==> src/rtl/emg_pkg.sv <==
// Constants and state type for the EMG acquisition path.
// The sequencer and the receive side both use these.
package emg_pkg;

    localparam int EMG_NUM_CH        = 16;
    localparam int EMG_ADC_BITS      = 10;
    localparam int EMG_ADC_CLK_CYCLE = 15;
    localparam int EMG_CH_W          = 4;

    typedef enum logic [1:0] {
        IDLE,
        WAIT,
        SHIFT,
        TAIL
    } emg_rx_state_t;

endpackage

==> src/rtl/emg_rx_out_reg.sv <==
// One-entry valid/ready holding register for assembled EMG samples.
// A load that finds the entry occupied and not draining is dropped and flagged.
module emg_rx_out_reg
    import emg_pkg::*;
#(
    parameter int NUM_CH   = EMG_NUM_CH,
    parameter int ADC_BITS = EMG_ADC_BITS
) (
    input  logic                clk,
    input  logic                rst_n,
    input  logic                load,
    input  logic [ADC_BITS-1:0] load_data,
    input  logic [EMG_CH_W-1:0] load_ch,
    input  logic                ready,
    input  logic                clr_flags,
    output logic [ADC_BITS-1:0] out_data,
    output logic [EMG_CH_W-1:0] out_ch,
    output logic                out_frame_end,
    output logic                out_valid,
    output logic                err_overflow
);

    logic [ADC_BITS-1:0] data_reg, data_next;
    logic [EMG_CH_W-1:0] ch_reg, ch_next;
    logic                fe_reg, fe_next;
    logic                valid_reg, valid_next;
    logic                ovf_reg, ovf_next;
    logic                accept;

    always_comb begin
        data_next  = data_reg;
        ch_next    = ch_reg;
        fe_next    = fe_reg;
        valid_next = valid_reg;
        // A load is taken if the slot is empty or being drained on this same edge
        accept     = load && (!valid_reg || ready);
        if (accept) begin
            data_next  = load_data;
            ch_next    = load_ch;
            fe_next    = (load_ch == EMG_CH_W'(NUM_CH - 1));
            valid_next = 1'b1;
        end else if (ready) begin
            valid_next = 1'b0;
        end
        ovf_next = (load && !accept) || (ovf_reg && !clr_flags);
    end

    always_ff @(posedge clk or negedge rst_n) begin
        if (!rst_n) begin
            data_reg  <= '0;
            ch_reg    <= '0;
            fe_reg    <= 1'b0;
            valid_reg <= 1'b0;
            ovf_reg   <= 1'b0;
        end else begin
            data_reg  <= data_next;
            ch_reg    <= ch_next;
            fe_reg    <= fe_next;
            valid_reg <= valid_next;
            ovf_reg   <= ovf_next;
        end
    end

    assign out_data      = data_reg;
    assign out_ch        = ch_reg;
    assign out_frame_end = fe_reg;
    assign out_valid     = valid_reg;
    assign err_overflow  = ovf_reg;

endmodule

==> src/rtl/emg_adc_sample_receiver.sv <==
// Captures the SAR ADC's MSB-first serial result for each EMG conversion
// and hands the channel-tagged sample to the packetiser over valid/ready.
module emg_adc_sample_receiver
    import emg_pkg::*;
#(
    parameter int NUM_CH        = EMG_NUM_CH,
    parameter int ADC_BITS      = EMG_ADC_BITS,
    parameter int ADC_CLK_CYCLE = EMG_ADC_CLK_CYCLE,
    parameter int FIRST_BIT     = 2
) (
    input  logic                CLK_EMG,
    input  logic                RESET,
    input  logic                EN_ADC_EMG,
    input  logic                START_EMG,
    input  logic [EMG_CH_W-1:0] CH_SEL_EMG,
    input  logic                ADC_DOUT,
    input  logic                CLR_FLAGS,
    output logic [ADC_BITS-1:0] OUT_DATA,
    output logic [EMG_CH_W-1:0] OUT_CH,
    output logic                OUT_FRAME_END,
    output logic                OUT_VALID,
    input  logic                OUT_READY,
    output logic                BUSY,
    output logic                ERR_START,
    output logic                ERR_OVERFLOW
);

    localparam int CNT_W = $clog2(ADC_CLK_CYCLE);
    localparam logic [CNT_W-1:0] CNT_PRE  = CNT_W'(FIRST_BIT - 1);
    localparam logic [CNT_W-1:0] CNT_LSB  = CNT_W'(FIRST_BIT + ADC_BITS - 1);
    localparam logic [CNT_W-1:0] CNT_LOAD = CNT_W'(FIRST_BIT + ADC_BITS);
    localparam logic [CNT_W-1:0] CNT_LAST = CNT_W'(ADC_CLK_CYCLE - 1);

    emg_rx_state_t       state_reg, state_next;
    logic [CNT_W-1:0]    cnt_reg, cnt_next, cnt_inc;
    logic [ADC_BITS-1:0] shreg_reg, shreg_next;
    logic [EMG_CH_W-1:0] ch_q_reg, ch_q_next;
    logic                err_start_reg, err_start_next;
    logic                busy;
    logic                load;

    assign busy = (state_reg != IDLE);
    // cnt_inc is the conversion cycle number of the current edge
    assign cnt_inc = (cnt_reg == CNT_LAST) ? cnt_reg : cnt_reg + 1'b1;

    always_comb begin
        state_next     = state_reg;
        cnt_next       = cnt_reg;
        shreg_next     = shreg_reg;
        ch_q_next      = ch_q_reg;
        load           = 1'b0;
        err_start_next = (busy && START_EMG) || (err_start_reg && !CLR_FLAGS);

        if (state_reg == IDLE) begin
            if (START_EMG && EN_ADC_EMG) begin
                ch_q_next  = CH_SEL_EMG;
                cnt_next   = '0;
                state_next = (FIRST_BIT == 1) ? SHIFT : WAIT;
            end
        end else if (!EN_ADC_EMG) begin
            state_next = IDLE;
        end else begin
            cnt_next = cnt_inc;
            case (state_reg)
                WAIT: begin
                    if (cnt_inc == CNT_PRE) state_next = SHIFT;
                end
                SHIFT: begin
                    shreg_next = {shreg_reg[ADC_BITS-2:0], ADC_DOUT};
                    if (cnt_inc == CNT_LSB) state_next = TAIL;
                end
                TAIL: begin
                    load = (cnt_inc == CNT_LOAD);
                    if (cnt_inc == CNT_LAST) state_next = IDLE;
                end
                default: state_next = IDLE;
            endcase
        end
    end

    always_ff @(posedge CLK_EMG or negedge RESET) begin
        if (!RESET) begin
            state_reg     <= IDLE;
            cnt_reg       <= '0;
            shreg_reg     <= '0;
            ch_q_reg      <= '0;
            err_start_reg <= 1'b0;
        end else begin
            state_reg     <= state_next;
            cnt_reg       <= cnt_next;
            shreg_reg     <= shreg_next;
            ch_q_reg      <= ch_q_next;
            err_start_reg <= err_start_next;
        end
    end

    emg_rx_out_reg #(
        .NUM_CH   (NUM_CH),
        .ADC_BITS (ADC_BITS)
    ) u_out_reg (
        .clk           (CLK_EMG),
        .rst_n         (RESET),
        .load          (load),
        .load_data     (shreg_reg),
        .load_ch       (ch_q_reg),
        .ready         (OUT_READY),
        .clr_flags     (CLR_FLAGS),
        .out_data      (OUT_DATA),
        .out_ch        (OUT_CH),
        .out_frame_end (OUT_FRAME_END),
        .out_valid     (OUT_VALID),
        .err_overflow  (ERR_OVERFLOW)
    );

    assign BUSY      = busy;
    assign ERR_START = err_start_reg;

endmodule

==> config.mk <==
export PLATFORM = sky130hd
export DESIGN_NAME = emg_adc_sample_receiver
export DESIGN_NICKNAME = d
export VERILOG_FILES = /design/src/rtl/emg_pkg.sv /design/src/rtl/emg_rx_out_reg.sv /design/src/rtl/emg_adc_sample_receiver.sv
export SDC_FILE = /design/constraint.sdc
export NUM_CORES = 1
export LEC_CHECK = 0
export ABC_AREA = 0
export CAP_MARGIN = 30
export CORE_ASPECT_RATIO = 0.9
export CORE_MARGIN = 3
export CORE_UTILIZATION = 50
export DETAILED_ROUTE_END_ITERATION = 10
export PLACE_DENSITY = 0.77
export SYNTH_ARGS = -nofsm -noshare
export SYNTH_HDL_FRONTEND = slang
export SYNTH_SLANG_ARGS = --single-unit
==> constraint.sdc <==
create_clock -name CLK_EMG -period 6.5 [get_ports CLK_EMG]
set_clock_uncertainty 0.05 [all_clocks]
set_input_delay 0.65 -clock CLK_EMG [delete_from_list [all_inputs] [get_ports CLK_EMG]]
set_output_delay 0.65 -clock CLK_EMG [all_outputs]
set_load 0.01 [all_outputs]
## After elaboration in Yosys (flattened, before gate mapping)

Cells that the tools add are included.
W data, S select, Z words.

| storage, ports and cells | value |
|---|---|
| register bits after elaboration | 38 |
| latch bits | 0 |
| RAM bits | 0 |
| memory bits (read-only) | 0 |
| input bits | 11 |
| output and inout bits | 19 |
| word-level logic and storage cells | 61 |
| memories kept | 0 |

| cells by class | value |
|---|---|
| $add $sub $neg | 1 |
| multipliers | 0 |
| div/mod/pow operators | 0 |
| order comparisons | 0 |
| equal/unequal tests | 13 |
| shift operators | 0 |
| mux-type cells | 16 |
| bitwise gates (word level) | 1 |
| reduce and logical (&&, ||, !) cells | 20 |

Operators with widths:

| cell | count |
|---|---|
| $eq A4 B4 Y1 const B | 5 |
| $mux W4 | 4 |
| $mux W2 | 6 |
| $ne A4 B4 Y1 const B | 3 |
| $logic_and A1 B1 Y1 | 6 |
| $pmux W2 S3 | 1 |
| $reduce_bool A2 Y1 | 3 |
| $mux W1 | 5 |
| $add A4 B1 Y4 const B | 1 |
| $eq A2 B2 Y1 const B | 2 |
| $eq A4 B1 Y1 const B | 1 |
| $reduce_and A2 Y1 | 2 |
| $reduce_and A4 Y1 | 1 |
| $logic_not A1 Y1 | 3 |
| $logic_or A1 B1 Y1 | 3 |
| $reduce_and A3 Y1 | 1 |
| $eq A2 B1 Y1 const B | 1 |
| $logic_not A2 Y1 | 1 |
| $ne A2 B1 Y1 const B | 1 |
| $not A1 Y1 | 1 |

## Logic depth before layout (Yosys ltp)

Gate-level depths: netlist of run 1.

| depth | value |
|---|---|
| depth after elaboration | 10 |
| mapped depth | 9 |
| mapped depth without buffers | 8 |

## Hierarchy

Synthesis of run 1 repeated with hierarchy kept, for this count alone.

| second synthesis, totals | value |
|---|---|
| cell total of the unflattened synthesis | 141 |
| area total of the unflattened synthesis | 1811.7 µm² |

Modules (own cells, without submodules):

| module | times used | cells each | area each (µm²) | sequential area each (µm²) |
|---|---|---|---|---|
| emg_adc_sample_receiver | 1 | 100 | 1112.3 | 525.5 |
| emg_rx_out_reg | 1 | 41 | 699.4 | 425.4 |

## Least setup slack after synthesis of run 1

No wires, ideal clock.

| path | value |
|---|---|
| path kind | register -> register |
| from | register cnt_reg[0] |
| to | register u_out_reg.ch_reg[0] (netlist: u_out_reg.out_ch[0]) |
| library setup time | 0.125 ns |
| arrival time | 1.996 ns |
| required time | 6.325 ns |
| setup slack | 4.329 ns |
| cell stages (with the launch flop) | 9 |
| buffers on the path | 2 |
| period minus slack after synthesis | 2.171 ns |
| cell sequence | dfrtp_1 > ha_1 > or3_1 > nand3_2 > nand4_2 > nor2b_1 > buf_4 > buf_12 > mux2_4 |

| on the way | value |
|---|---|
| cells in the longest elaborated chain, start to end | 7 |
| elaborated cells between the ends (all ways) | 8 |
| classes of those cells | 1 x add/sub; 2 x eq/ne; 4 x mux; 1 x reduce/logical |

RTL lines:

| element | RTL line | source |
|---|---|---|
| start: declaration | emg_adc_sample_receiver.sv:35 | `logic [CNT_W-1:0] cnt_reg, cnt_next, cnt_inc;` |
| start signal: assignment | emg_adc_sample_receiver.sv:90 | `cnt_reg <= cnt_next;` |
| $add A4 B1 Y4 or $eq A4 B4 Y1 (tied branches) | emg_adc_sample_receiver.sv:44 | `assign cnt_inc = (cnt_reg == CNT_LAST) ? cnt_reg : cnt_reg + 1'b1;` |
| $mux W4 * | emg_adc_sample_receiver.sv:44 |  |
| $eq A4 B4 Y1 * | emg_adc_sample_receiver.sv:73 | `load = (cnt_inc == CNT_LOAD);` |
| $mux W1 * | emg_adc_sample_receiver.sv:64 | `case (state_reg)` |
| $mux W1 * | emg_adc_sample_receiver.sv:60 | `end else if (!EN_ADC_EMG) begin` |
| $mux W1 * | emg_adc_sample_receiver.sv:54 | `if (state_reg == IDLE) begin` |
| $logic_and A1 B1 Y1 * | emg_rx_out_reg.sv:36 | `accept = load && (!valid_reg \|\| ready);` |
| end signal: assignment | emg_rx_out_reg.sv:57 | `ch_reg <= ch_next;` |
| end: declaration | emg_rx_out_reg.sv:24 | `logic [EMG_CH_W-1:0] ch_reg, ch_next;` |

Every way passes the cells marked *; elsewhere a longest branch is shown, timed or not.
A chain may end at the register's enable or synchronous reset.

## Worst setup path in the final report of run 1

| path | value |
|---|---|
| from | input port EN_ADC_EMG |
| to | register state_reg[1] |

| on the way | value |
|---|---|
| cells in the longest elaborated chain, start to end | 3 |
| elaborated cells between the ends (all ways) | 8 |
| classes of those cells | 4 x eq/ne; 2 x mux; 2 x reduce/logical |

RTL lines:

| element | RTL line | source |
|---|---|---|
| start: declaration | emg_adc_sample_receiver.sv:13 | `input logic EN_ADC_EMG,` |
| $logic_and A1 B1 Y1 | emg_adc_sample_receiver.sv:55 | `if (START_EMG && EN_ADC_EMG) begin` |
| $ne A2 B1 Y1 (no line) | -- |  |
| $reduce_and A4 Y1 (no line) | -- |  |
| end signal: assignment | emg_adc_sample_receiver.sv:89 | `state_reg <= state_next;` |
| end: declaration | emg_adc_sample_receiver.sv:34 | `emg_rx_state_t state_reg, state_next;` |

Parallel ways exist; a longest one is shown, timed or not.

==> run summary, run 1 <==
unique cell type count in the Yosys netlist: 33
vias in the first global route: 1213
fraction of registers with async set/reset: 100.0%
highest clock rate: 346.9 MHz
Finished Cell Area: 0.002162 mm²
Pre-antenna DRT Iters: 4
crit path cell chain: clkdlybuf4s50_1 -> nor2b_1 -> nand2_1 -> a31o_1 -> a21oi_1 -> a211oi_1 -> mux2i_1
Routed wire per std cell: 15.00 µm
RSZ-0062 raised after global routing: no
fin crit period: 2.883 ns
# DRC: 0
type of the most critical hold path: in2async
CP max FO: 11
Post-CTS Repair Setup Buffers: 0
buffer cell driving the clock tree root: sky130_fd_sc_hd__clkbuf_8
DP Area: 0.002071 mm²
largest area contributor in the synthesized netlist: sky130_fd_sc_hd__dfrtp_1
number of max-capacitance violations reported: 0
Syn Std Cell Area: 0.001770 mm²
Slew Viols, Final: 0
half-perimeter wire length after detailed placement: 2293 µm
Fillers: 235
Final Setup Violations: 0
worst flop-to-flop path endpoint: state_reg[1]$_DFFE_PN0P_
clock tree from TritonCTS: done
vertical extent of the die: 62.45 µm
maximum single-stage delay on the critical path: 0.60 ns
port bufs: 29
reg-to-reg startpoint: state_reg[0]$_DFFE_PN0P_
pre-CTS setup slack: 3.402 ns
number of hold violations in the final report: 0
R2R setup slack: 3.90 ns
full die area: 0.004292 mm²
Req. time, crit path: 6.60 ns
number of DRC violations after detailed-routing iteration 0: 82
P per Cell Area: 297.6 mW/mm²
Critical Path Sink Type: register
final worst slack: 3.617 ns
status: complete, no violations
number of warnings printed during yosys synthesis: 0
average size of a mapped cell: 13.21 µm²
EDFF count, synth: 0
number of sinks driven by the clock tree: 38
wire length of the first global-routing pass: 5533 µm
Slew Limit Headroom: 46.02%
ratio of final minimum period to clock period: 44.35%
share of layout cells above drive strength 1: 18.67%
R2R cell count: 8
H-tree levels: 2
number of instances in the synthesized netlist: 134
count of nets left with antenna violations after detail routing: 0
cell types with the highest counts after synthesis: sky130_fd_sc_hd__dfrtp_1, sky130_fd_sc_hd__mux2_2, sky130_fd_sc_hd__mux2_1, sky130_fd_sc_hd__mux2_4, sky130_fd_sc_hd__nand2_1
most frequently used flop master after synthesis: sky130_fd_sc_hd__dfrtp_1
clock latency at the later pin of the worst-skew pair: 0.27 ns
peak supply drop: 0.2159 mV
Syn Nets: 152
critical path class: in2reg
cell at the slowest stage of the critical path: sky130_fd_sc_hd__clkdlybuf4s50_1
Horiz. Die Dim: 68.73 µm
final standard cell utilization of the core: 67.37%
number of register bits inferred by synthesis: 38
weighted congestion at the end of routability-driven global placement: 0.8772
quantity of hold-fixing buffers added after cts: 0
Diodes inserted: 0
clock transition time at the flip-flop clock pins of the worst setup and hold paths: 0.07 ns
proportion of synthesized chip area in sequential cells: 53.71%
Layout Nets: 183
kind of start point of the critical path: input pin
top cells by area, synth: sky130_fd_sc_hd__dfrtp_1, sky130_fd_sc_hd__mux2_4, sky130_fd_sc_hd__mux2_2
DRT Wirelength: 3119 µm
largest net degree at the start of global routing: 39
overflow left after global routing: 0
Area Overhead vs Synth: 22.12%
share of the synthesized area in the top cell type: 53.71%
global router's overall resource usage: 16.85%
site row count: 19
clock buffers created by TritonCTS: 5
effective utilization at floorplan: 55.17%
static leakage: 1.032 nW
arrival time at the worst endpoint: 2.98 ns
Bufs on Longest Clock Path: 2
total negative slack: 0 ns
I/O pin count: 30
detailed-route vias per instance: 5.481
Worst-Margin Slew: 0.8097 ns
initial antenna violation count: 0
area of the core region: 0.003209 mm²
most frequently used cell type in the post-synthesis netlist: sky130_fd_sc_hd__dfrtp_1
number of resized instances in the post-cts repair step: 0
count of vias placed by the detailed router: 1140
[cells by family after synthesis]
group                    Yosys count  share of synthesized area (%)
adder cells (fa/ha/maj)            7                          4.947
flip-flops                        38                          53.71
AND/OR/NAND/NOR                   23                          7.280
AO/OA/AOI/OAI                     21                          8.198
multiplexers                      30                          20.85
XOR/XNOR                           2                         0.9896
buffers and inverters             13                          4.029
[critical path: cells and delay by family]
family / cells / cell delay [ns]
AOI/OAI and AO/OA: 3 / 0.63
buffers and inverters: 1 / 0.60
muxes: 1 / 0.14
and+or+nand+nor: 2 / 0.96
[worst max path at each step]
| stage | endpoint | cells past startpoint | startpoint | slack [ns] |
|---|---|---|---|---|
| final | state_reg[1]$_DFFE_PN0P_ | 7 | EN_ADC_EMG | 3.62 |
| after CTS | state_reg[1]$_DFFE_PN0P_ | 7 | EN_ADC_EMG | 3.70 |
| after floorplan | u_out_reg.out_ch[0]$_DFFE_PN0P_ | 8 | cnt_reg[0]$_DFFE_PN0P_ | 4.33 |
| after global routing | state_reg[1]$_DFFE_PN0P_ | 7 | EN_ADC_EMG | 3.44 |
| after global placement | state_reg[0]$_DFFE_PN0P_ | 7 | EN_ADC_EMG | 3.52 |
| after detailed placement | state_reg[1]$_DFFE_PN0P_ | 7 | EN_ADC_EMG | 3.40 |
[routing by layer]
| metal | vias to the layer above | part of all wire [%] | track usage [%] |
|---|---|---|---|
| li1 | 536 | - | - |
| met1 | 567 | 43 | 21.75 |
| met2 | 35 | 50 | 27.06 |
| met3 | 2 | 5.6 | 4.856 |
| met4 | 0 | 0.80 | 5.109 |
| met5 | - | 0 | 0 |
[final cells by class]
cell class / instances / area, µm² / share of cell area (%)
Tap cell: 42 / 52.55 / 2.431
Clock inverter: 1 / 5.005 / 0.2315
Sequential cell: 38 / 950.9 / 43.98
Clock buffer: 7 / 86.33 / 3.993
Multi-Input combinational cell: 83 / 748.2 / 34.61
Inverter: 7 / 26.28 / 1.215
Timing Repair Buffer: 30 / 292.8 / 13.54
[per-stage QoR]
stage                     hold WS, ns  power, mW  cells
after floorplan                0.3044     0.4285    134
after global placement         0.4166     0.4780    200
after detailed placement       0.4259     0.4872    200
after CTS                      0.4410     0.6484    208
after global routing           0.4621     0.6860    208
final                          0.4157     0.6434    208
[where the power goes]
group,internal [mW],total (mW),switching (mW)
sequential,0.272,0.309,0.0373
clock,0.0855,0.160,0.0748
combinational,0.0853,0.174,0.0885
[layout by cell type (no fill, tap or decap), types with 2 or more instances in the layout]
master and n:
sky130_fd_sc_hd__o21ai_0 4, sky130_fd_sc_hd__mux2_4 9, sky130_fd_sc_hd__ha_1 7, sky130_fd_sc_hd__dfrtp_1 38, sky130_fd_sc_hd__inv_1 7, sky130_fd_sc_hd__nand3_1 4
sky130_fd_sc_hd__clkdlybuf4s50_1 28, sky130_fd_sc_hd__nand2_1 9, sky130_fd_sc_hd__a22o_1 4, sky130_fd_sc_hd__nand3_2 2, sky130_fd_sc_hd__mux2_1 9, sky130_fd_sc_hd__mux2_2 10
sky130_fd_sc_hd__a21oi_1 5, sky130_fd_sc_hd__nor2b_1 2, sky130_fd_sc_hd__clkbuf_8 6, sky130_fd_sc_hd__mux2i_1 2, sky130_fd_sc_hd__a211oi_1 2
(Power assumes the default switching activity.)
==> run 2: changes to the inputs <==
--- a/config.mk
+++ b/config.mk
@@ -9,9 +9,9 @@
 export CAP_MARGIN = 30
 export CORE_ASPECT_RATIO = 0.9
 export CORE_MARGIN = 3
-export CORE_UTILIZATION = 50
+export CORE_UTILIZATION = 47
 export DETAILED_ROUTE_END_ITERATION = 10
-export PLACE_DENSITY = 0.77
+export PLACE_DENSITY = 0.76
 export SYNTH_ARGS = -nofsm -noshare
 export SYNTH_HDL_FRONTEND = slang
 export SYNTH_SLANG_ARGS = --single-unit
==> constraint.sdc (replaced) <==
create_clock -name CLK_EMG -period 2.37 [get_ports CLK_EMG]
set_clock_uncertainty 0.05 [all_clocks]
set_input_delay 0.237 -clock CLK_EMG [delete_from_list [all_inputs] [get_ports CLK_EMG]]
set_output_delay 0.237 -clock CLK_EMG [all_outputs]
set_load 0.01 [all_outputs]
==> run summary, run 2 (synthesis results as in run 1) <==
largest net degree at the start of global routing: 39 (unchanged)
static leakage: 1.084 nW (+5.1%)
effective utilization at floorplan: 50.54% (-4.6 points)
Slew Limit Headroom: 44.46% (-1.6 points)
total negative slack: 0 ns (unchanged)
ratio of final minimum period to clock period: 95.42%
# DRC: 0 (unchanged)
number of DRC violations after detailed-routing iteration 0: 31 (-62%)
layer with the highest usage after global routing: met2
count of nets left with antenna violations after detail routing: 0 (unchanged)
overflow left after global routing: 0 (unchanged)
number of hold violations in the final report: 0 (unchanged)
Pre-antenna DRT Iters: 4 (unchanged)
Post-CTS Repair Setup Buffers: 0 (unchanged)
Layout Nets: 188 (+2.7%)
met3 Usage GRT: 4.088% (-0.77 points)
wire length of the first global-routing pass: 5720 µm (+3.4%)
count of vias placed by the detailed router: 1114 (-2.3%)
clock buffers created by TritonCTS: 5 (unchanged)
area of the core region: 0.003503 mm² (+9.2%)
detailed-route vias per instance: 5.181 (-5.5%)
initial antenna violation count: 0 (unchanged)
Routed wire per std cell: 15.31 µm (+2.1%)
GR Util met1: 21.05% (-0.70 points)
peak supply drop: 0.5230 mV (+140%)
Bufs on Longest Clock Path: 2 (unchanged)
port bufs: 29 (unchanged)
critical path class: reg2reg
kind of start point of the critical path: register
number of max-capacitance violations reported: 0 (unchanged)
global router's overall resource usage: 15.89% (-0.96 points)
Area Overhead vs Synth: 28.13%
weighted congestion at the end of routability-driven global placement: 0.8125 (-7.4%)
I/O pin count: 30 (unchanged)
full die area: 0.004540 mm² (+5.8%)
final standard cell utilization of the core: 64.75% (-2.6 points)
number of resized instances in the post-cts repair step: 0 (unchanged)
Diodes inserted: 0 (unchanged)
vias in the first global route: 1198 (-1.2%)
leading cell type in the layout, fill and taps excluded: sky130_fd_sc_hd__dfrtp_1
status: complete, no violations
quantity of hold-fixing buffers added after cts: 0 (unchanged)
half-perimeter wire length after detailed placement: 2412 µm (+5.2%)
site row count: 20 (+1)
clock latency at the later pin of the worst-skew pair: 0.28 ns (about the same)
highest clock rate: 442.2 MHz
clock tree from TritonCTS: done
final worst slack: 0.1086 ns (-3.508 ns)
share of layout cells above drive strength 1: 22.22% (+3.5 points)
Horiz. Die Dim: 70.70 µm (+2.9%)
pre-CTS setup slack: 0.1490 ns (-3.253 ns)
most frequent cells in the layout: sky130_fd_sc_hd__dfrtp_1, sky130_fd_sc_hd__clkdlybuf4s50_1, sky130_fd_sc_hd__mux2_2
type of the most critical hold path: in2async
Critical Path Sink Type: register
global-route met2 utilization: 25.93% (-1.1 points)
arrival time at the worst endpoint: 2.37 ns (-0.61 ns)
fin crit period: 2.261 ns
number of sinks driven by the clock tree: 38 (unchanged)
Req. time, crit path: 2.48 ns (-4.12 ns)
clock transition time at the flip-flop clock pins of the worst setup and hold paths: 0.07 ns (about the same)
RSZ-0062 raised after global routing: no
DRT Wirelength: 3292 µm (+5.5%)
P per Cell Area: 892.1 mW/mm² (+200%)
CP max FO: 15 (+4)
vertical extent of the die: 64.23 µm (+2.8%)
H-tree levels: 2 (unchanged)
Final Total Pwr: 2.024 mW (+210%)
Worst-Margin Slew: 0.8331 ns (+0.02335 ns)
Final Setup Violations: 0 (unchanged)
Slew Viols, Final: 0 (unchanged)
buffer cell driving the clock tree root: sky130_fd_sc_hd__clkbuf_8
==> run 2: area by class of cell <==
| class | instances | area (µm²) |
|---|---|---|
| well taps | 44 | 55.05 |
| flip-flops and latches | 38 | 950.9 |
| fillers | 260 | 1235 |
| inverters | 7 | 26.28 |
| clock buffers | 6 | 82.58 |
| clock inverters | 2 | 60.06 |
| multi-input cells | 83 | 750.7 |
| repair buffers | 35 | 342.8 |
==> run 2: power breakdown <==
part	internal [mW]	leakage (nW)	switching [mW]
Combinational	0.262	0.503	0.264
Clock	0.449	0.0714	0.212
Sequential	0.746	0.509	0.0899
Total	1.46	1.08	0.567
==> run 2: layer usage <==
metal | up-vias | part of all wire (%)
met1 | 544 | 46
met3 | 2 | 4.2
met2 | 22 | 49
met4 | 0 | 0.39
li1 | 546 | -
met5 | - | 0
==> run 2: through the flow <==
| stage | std cells | hold WS [ns] | area [µm²] |
|---|---|---|---|
| 2_1_floorplan | 134 | -0.1086 | 1770 |
| 3_3_place_gp | 207 | 0.3219 | 2126 |
| 3_5_place_dp | 207 | 0.3353 | 2126 |
| 4_1_cts | 215 | 0.02575 | 2268 |
| 5_1_grt | 215 | 0.06876 | 2268 |
| 6_report | 215 | 0.005325 | 2268 |
==> run 2: worst max-delay path, stage by stage, from the launching register on <==
cell and delay (ns):
sky130_fd_sc_hd__dfrtp_1 0.46, sky130_fd_sc_hd__ha_1 0.28, sky130_fd_sc_hd__or3_1 0.38, sky130_fd_sc_hd__nand3_2 0.12, sky130_fd_sc_hd__nand4_2 0.14, sky130_fd_sc_hd__nor2b_2 0.19, sky130_fd_sc_hd__buf_12 0.18, sky130_fd_sc_hd__mux2_1 0.34
==> run 2: worst paths after layout <==
path / depth (start not counted) / endpoint / slack [ns] / from
max: 7 / u_out_reg.out_data[9]$_DFFE_PN0P_ / 0.11 / cnt_reg[1]$_DFFE_PN0P_
min: 1 / cnt_reg[3]$_DFFE_PN0P_ / 0.005 / RESET
max reg2reg: 7 / u_out_reg.out_data[9]$_DFFE_PN0P_ / 0.11 / cnt_reg[1]$_DFFE_PN0P_
min reg2reg: 1 / u_out_reg.out_data[0]$_DFFE_PN0P_ / 0.44 / u_out_reg.out_data[0]$_DFFE_PN0P_
max in group asynchronous: 1 / u_out_reg.out_data[5]$_DFFE_PN0P_ / 1.74 / RESET
min in group CLK_EMG: 1 / u_out_reg.out_data[0]$_DFFE_PN0P_ / 0.44 / u_out_reg.out_data[0]$_DFFE_PN0P_
==> run 3: changes to the inputs <==
--- a/config.mk
+++ b/config.mk
@@ -6,11 +6,12 @@
 export NUM_CORES = 1
 export LEC_CHECK = 0
 export ABC_AREA = 0
-export CAP_MARGIN = 30
+export CAP_MARGIN = 20
 export CORE_ASPECT_RATIO = 0.9
 export CORE_MARGIN = 3
-export CORE_UTILIZATION = 47
+export CORE_UTILIZATION = 50
 export DETAILED_ROUTE_END_ITERATION = 10
+export DONT_BUFFER_PORTS = 1
 export PLACE_DENSITY = 0.76
 export SYNTH_ARGS = -nofsm -noshare
 export SYNTH_HDL_FRONTEND = slang
==> run summary, run 3 (synthesis results as in run 1) <==
status: complete, no violations
RSZ-0062 raised after global routing: no
Bufs on Longest Clock Path: 2 (unchanged)
initial antenna violation count: 0 (unchanged)
port bufs: 0 (-100%)
area of the core region: 0.003209 mm² (-8.4%)
final worst hold slack: 0.03743 ns (+0.03211 ns)
pre-CTS setup slack: 0.04131 ns (-0.1076 ns)
crit path cell chain: ha_2 -> or3_1 -> nand3_2 -> nand4_2 -> nor2b_2 -> buf_12 -> mux2_1
reg-to-reg startpoint: cnt_reg[1]$_DFFE_PN0P_
fin crit period: 2.226 ns (-0.03499 ns)
overflow left after global routing: 0 (unchanged)
critical path startpoint: cnt_reg[1]$_DFFE_PN0P_
Layout Nets: 159 (-15%)
number of sinks driven by the clock tree: 38 (unchanged)
vias in the first global route: 1055 (-12%)
Critical Path Sink Type: register
total negative slack: 0 ns (unchanged)
number of cells after detailed placement: 174 (-16%)
count of nets left with antenna violations after detail routing: 0 (unchanged)
vertical extent of the die: 62.45 µm (-2.8%)
final worst slack: 0.1435 ns (+0.03499 ns)
CP max FO: 15 (unchanged)
largest delay contributor family on the critical path: simple AND/OR/NAND/NOR gates
final standard cell utilization of the core: 62.18% (-2.6 points)
most frequent cells in the layout: sky130_fd_sc_hd__dfrtp_1, sky130_fd_sc_hd__mux2_2, sky130_fd_sc_hd__mux2_4, sky130_fd_sc_hd__mux2_1, sky130_fd_sc_hd__nand2_1
Area Overhead vs Synth: 12.72%
Slew Viols, Final: 0 (unchanged)
clock transition time at the flip-flop clock pins of the worst setup and hold paths: 0.07 ns (about the same)
Finished Cell Area: 0.001996 mm² (-12%)
critical path class: reg2reg
Final Setup Violations: 0 (unchanged)
Worst-Margin Slew: 0.4149 ns (-0.4182 ns)
# DRC: 0 (unchanged)
kind of start point of the critical path: register
clock latency at the later pin of the worst-skew pair: 0.28 ns (about the same)
buffer cell driving the clock tree root: sky130_fd_sc_hd__clkbuf_8
number of max-capacitance violations reported: 0 (unchanged)
Horiz. Die Dim: 68.73 µm (-2.8%)
Non-Filler Instances: 184 (-14%)
global router's overall resource usage: 16.18% (+0.29 points)
maximum single-stage delay on the critical path: 0.46 ns (about the same)
leading cell type in the layout, fill and taps excluded: sky130_fd_sc_hd__dfrtp_1
cell at the slowest stage of the critical path: sky130_fd_sc_hd__dfrtp_1
Pre-antenna DRT Iters: 4 (unchanged)
ratio of final minimum period to clock period: 93.94% (-1.5 points)
largest net degree at the start of global routing: 39 (unchanged)
weighted congestion at the end of routability-driven global placement: 0.8939 (+10%)
site row count: 19 (-5.0%)
DP Area: 0.001823 mm² (-14%)
Req. time, crit path: 2.48 ns (about the same)
H-tree levels: 2 (unchanged)
share of layout cells above drive strength 1: 26.76% (+4.5 points)
detailed-route vias per instance: 5.696 (+9.9%)
count of vias placed by the detailed router: 1048 (-5.9%)
DRT Wirelength: 3131 µm (-4.9%)
effective utilization at floorplan: 55.17% (+4.6 points)
Diodes inserted: 0 (unchanged)
clock tree from TritonCTS: done
peak supply drop: 0.6436 mV (+23%)
number of DRC violations after detailed-routing iteration 0: 44 (+42%)
arrival time at the worst endpoint: 2.34 ns (-0.03 ns)
static leakage: 0.9775 nW (-9.8%)
P per Cell Area: 982.9 mW/mm² (+10%)
wire length of the first global-routing pass: 5216 µm (-8.8%)
half-perimeter wire length after detailed placement: 2269 µm (-5.9%)
clock buffers created by TritonCTS: 5 (unchanged)
Slew Limit Headroom: 72.05% (+28 points)
highest clock rate: 449.1 MHz (+1.6%)
Routed wire per std cell: 17.02 µm (+11%)
full die area: 0.004292 mm² (-5.5%)
I/O pin count: 30 (unchanged)
Final Total Pwr: 1.962 mW (-3.1%)
worst min-delay path startpoint: ADC_DOUT
worst path bufs/invs: 1 (unchanged)
number of hold violations in the final report: 0 (unchanged)
type of the most critical hold path: in2reg
==> run 3: timing repair <==
item	in CTS	in global routing
endpoints found under the setup margin	0	16
hold buffers	2	0
endpoints found under the hold margin	38	0
resized for setup	0	2
setup buffers	0	0
==> run 3: routing by layer <==
metal | track usage (%) | share of wire [%] | up-vias
met5 | 0 | 0 | -
met4 | 2.190 | 0 | 0
met3 | 8.993 | 8.5 | 0
met2 | 24.43 | 48 | 45
met1 | 20.84 | 43 | 516
li1 | - | - | 487
==> run 3: layout make-up <==
type	count	area (µm²)
flip-flops and latches	38	950.9
inverters	7	26.28
fillers	247	1214
clock inverters	3	68.82
clock buffers	5	68.82
repair buffers	6	72.57
multi-input cells	83	755.7
well taps	42	52.55
==> run 3: path summary, 6_finish.rpt <==
kind / end / slack, ns / cells after the start
setup / recovery: u_out_reg.out_data[9]$_DFFE_PN0P_ / 0.14 / 7
hold / removal: shreg_reg[0]$_DFFE_PN0P_ / 0.04 / 1
setup reg to reg: u_out_reg.out_data[9]$_DFFE_PN0P_ / 0.14 / 7
hold reg to reg: shreg_reg[3]$_DFFE_PN0P_ / 0.46 / 1
max in group asynchronous: ch_q_reg[1]$_DFFE_PN0P_ / 1.73 / 2
min in group asynchronous: u_out_reg.out_data[3]$_DFFE_PN0P_ / 0.36 / 2
==> run 3: power breakdown <==
part           switching, mW  total [mW]  internal, mW
registers              0.100       0.846         0.746
logic                  0.258       0.473         0.215
clock network          0.220       0.642         0.422
